## config.mk

```make
export PLATFORM = sky130hd
export DESIGN_NAME = regfile_param
export DESIGN_NICKNAME = d
export VERILOG_FILES = /design/src/rtl/regfile_param.sv
export SDC_FILE = /design/constraint.sdc
export NUM_CORES = 1
export LEC_CHECK = 0
export CORE_UTILIZATION = 45
export CTS_CLUSTER_DIAMETER = 100
export CTS_CLUSTER_SIZE = 24
export DETAILED_ROUTE_END_ITERATION = 8
export GPL_ROUTABILITY_DRIVEN = 1
export PLACE_DENSITY = 0.71
export SLEW_MARGIN = 40
export SYNTH_ARGS = -nofsm -noshare
export SYNTH_HDL_FRONTEND = slang
export SYNTH_SLANG_ARGS = --single-unit
```

## constraint.sdc

```tcl
create_clock -name clock -period 3.15 [get_ports clock]
set_input_delay 0.63 -clock clock [delete_from_list [all_inputs] [get_ports clock]]
set_output_delay 0.63 -clock clock [all_outputs]
set_load 0.05 [all_outputs]
```

## src/rtl/regfile_param.sv

```systemverilog
// Parameterised register file: two async read ports, one write port, and a background soft clear.
// Define REGFILE_BYPASS_EN to forward same-cycle write data onto matching read ports.
module regfile_param #(
  parameter int unsigned WIDTH    = 16,
  parameter int unsigned DEPTH    = 8,
  parameter int unsigned AW       = $clog2(DEPTH),
  parameter int unsigned ZERO_REG = 0
) (
  input  logic             clock,
  input  logic             reset,
  input  logic [AW-1:0]    add1,
  input  logic [AW-1:0]    add2,
  input  logic [AW-1:0]    addw,
  input  logic             write,
  input  logic [WIDTH-1:0] wd,
  input  logic             clr,
  output logic [WIDTH-1:0] ar,
  output logic [WIDTH-1:0] br,
  output logic             wr_ready,
  output logic             busy
);

  typedef enum logic {IDLE, CLEAR} state_t;

  state_t           state;
  logic [AW-1:0]    ptr;
  logic [WIDTH-1:0] mem [DEPTH];
  logic             wr_en;
  logic             wr_zero;

  // Entry 0 is hard-wired when ZERO_REG is set, so writes to it never land or forward.
  assign wr_zero  = (ZERO_REG != 0) && (addw == '0);
  assign wr_en    = write && (state == IDLE) && !wr_zero;
  assign wr_ready = (state == IDLE);
  assign busy     = (state == CLEAR);

  // State, clear pointer and storage; a clear walks one entry per cycle.
  always_ff @(posedge clock) begin
    if (!reset) begin
      state <= IDLE;
      ptr   <= '0;
      for (int i = 0; i < int'(DEPTH); i++) mem[i] <= '0;
    end else begin
      case (state)
        IDLE: begin
          if (wr_en) mem[addw] <= wd;
          if (clr) begin
            state <= CLEAR;
            ptr   <= '0;
          end
        end
        CLEAR: begin
          mem[ptr] <= '0;
          ptr      <= ptr + AW'(1);
          if (ptr == AW'(DEPTH - 1)) state <= IDLE;
        end
        default: state <= IDLE;
      endcase
    end
  end

  // Asynchronous read ports.
  always_comb begin
    ar = mem[add1];
    br = mem[add2];
`ifdef REGFILE_BYPASS_EN
    if (wr_en && (addw == add1)) ar = wd;
    if (wr_en && (addw == add2)) br = wd;
`endif
    if ((ZERO_REG != 0) && (add1 == '0)) ar = '0;
    if ((ZERO_REG != 0) && (add2 == '0)) br = '0;
  end

endmodule

```

==> impl_metrics.json <==
{
  "ys_seq_elements": 132,
  "synth_seq_area_share_pct": 53.8,
  "syn_area_per_cell_sq_um": 14.4,
  "cts_resized": 0,
  "synth.top_cell.area_share_pct": 52.7,
  "dpl.hpwl_mm": 10.9,
  "p_per_area_nw_per_um2": 547,
  "synthAdderAreaFrac_pct": 0.343,
  "critPathArrivalTime_ns": 2.23,
  "path_max_fanout": 32,
  "crit_type": "in -> out",
  "hold_viol": 0,
  "area_delta_synth_final_pct": 19.8,
  "start_util_pct": 45.9,
  "ios": 63,
  "end_kind": "output port",
  "multiInputGateArea_sq_um": 3140,
  "fp-row-count": 46,
  "first_pass_iters": 5,
  "grt_overflow": 0,
  "synth_nets": 536,
  "hold_buffers": 0,
  "wl_per_cell_um": 22.8,
  "synth-compound-area-share_pct": 1.46,
  "synth_top_family_by_area": "multiplexers",
  "synth_xor_area_share_pct": 0,
  "nets": 603,
  "clockBufferDepth": 2,
  "totalWireLength_mm": 18.2,
  "peakVddDrop_uv": 414,
  "synth_ff_type": "edfxtp_1",
  "timing.fmax_ghz": 0.350,
  "clkTransAtPathRegs_ns": 0.06,
  "netlist_instances": 505,
  "maxSlewHeadroom_pct": 56.7,
  "grt_pass1_wl_mm": 27.6,
  "clk_latency_ns": 0.41,
  "io_buffers": 62,
  "via_count": 4800,
  "cts_made_buffers": 17,
  "drive_gt1_share_pct": 21.1,
  "nFillCells": 1301,
  "yosysTopAreaCell": "edfxtp_1",
  "tightest_slew_ns": 0.648,
  "drt_iter0_drc": 407,
  "die_y_um": 129,
  "rsz0062_at_grt": "false",
  "synthSimpleGateAreaFrac_pct": 13.0,
  "fp.dieW_um": 129,
  "core_area_sq_um": 15900,
  "synthMuxAreaShare_pct": 28.0,
  "avgViaCountPerCell": 6.01,
  "yosys_warnings": 0,
  "cp.required_ns": 2.52,
  "setup_violations": 0,
  "clock-sinks": 132,
  "synthTopCellsByArea": "edfxtp_1 (53%), mux4_1 (23%), nor2_1 (5.5%)",
  "htree_levels": 4,
  "slew_violations": 0,
  "cp-start-kind": "input pin",
  "root_buffer": "clkbuf_16",
  "post_dp_cell_area_sq_um": 8190,
  "r2r_cells": 4,
  "cts_setup_buffers": 0,
  "track_usage_pct": 23.3,
  "syn-cell-area_sq_um": 7300,
  "power.leakage_nw": 3.34,
  "yosysUniqueCellTypes": 30,
  "grt_max_degree": 65,
  "final_area_sq_um": 8740,
  "post-route-period-util_pct": 90.7,
  "final.setup.tns_ns": 0,
  "min_period_ns": 2.86,
  "status": "complete, no violations",
  "hold_depth": 2,
  "regArea_sq_um": 3920,
  "drc_errors": 0,
  "cap_violations": 0,
  "antenna_found_initial": 0,
  "die_area_sq_um": 16700,
  "gp_congestion": 0.742,
  "n_antenna_cell": 0,
  "synth.top_cells.by_count": "edfxtp_1 (128), nor2_1 (106), mux4_1 (64)",
  "synth-async-reset-ratio_pct": 0,
  "grt_pass1_vias": 4971,
  "hold_path.class": "reg -> reg",
  "cts_tree": "yes",
  "whs_ns": 0.571,
  "ant_nets": 0,
  "synth-edff-count": 128,
  "fin_skew_ns": 0.0108,
  "synthMostInstantiatedCell": "edfxtp_1"
}
where the power goes:
| part | internal, W | switching, W |
|---|---|---|
| Combinational | 0.000322 | 0.000499 |
| Sequential | 0.00203 | 0.0000468 |
| Clock | 0.00122 | 0.000667 |
metal layers:
layer	GRT usage [%]	wire, um
met2	40.8	9360
met5	0	0
met1	27.9	6990
met3	5.53	1420
met4	8.86	422
placed cells by master, fill, tap and decap left out, types with 8 or more instances in the layout:
master,count
nor2_1,106
buf_4,56
mux4_1,64
clkdlybuf4s50_1,28
o21ai_1,8
nor3_1,26
nand2_1,18
clkbuf_16,17
mux2_2,32
edfxtp_1,128
nand3_1,43
logic make-up after synthesis:
kind of cell / Yosys count
buf+inv: 46
simple gates: 211
mux: 96
compound gates: 18
flops: 132
fa+ha+maj: 2
registers in the layout, indices dropped and copies added (netlist names):
signal  flops
busy        1
mem       128
ptr         3
final cells by class:
| class | instances | share of cell area, % |
|---|---|---|
| Sequential cell | 132 | 44.9 |
| Multi-Input combinational cell | 327 | 35.9 |
| Timing Repair Buffer | 93 | 9.74 |
| Clock buffer | 21 | 5.04 |
| Tap cell | 216 | 3.09 |
| Clock inverter | 9 | 1.29 |
| Inverter | 1 | 0.0429 |
metrics by stage:
stage / setup WS, ns / util (%) / total power [W] / std cells
floorplan: 0.227 / - / 0.00264 / 505
global placement: 0.339 / 51.5 / 0.00290 / 769
detailed placement: 0.319 / 51.5 / 0.00293 / 769
CTS: 0.294 / 55.0 / 0.00479 / 799
global route: 0.241 / 55.0 / 0.00492 / 799
finish: 0.292 / 55.0 / 0.00478 / 799
final timing paths:
check / start / slack (ns) / endpoint
max: add2[2] / 0.29 / br[2]
min: ptr[0] / 0.57 / ptr[0]
max reg2reg: busy / 1.00 / mem[6][15]
min reg2reg: ptr[0] / 0.57 / ptr[0]
critical path: stages:
cell and delay, ns:
clkdlybuf4s50_1 0.52, buf_12 0.23, mux4_1 0.34, mux2_2 0.31, buf_4 0.19
(Power assumes the default switching activity.)
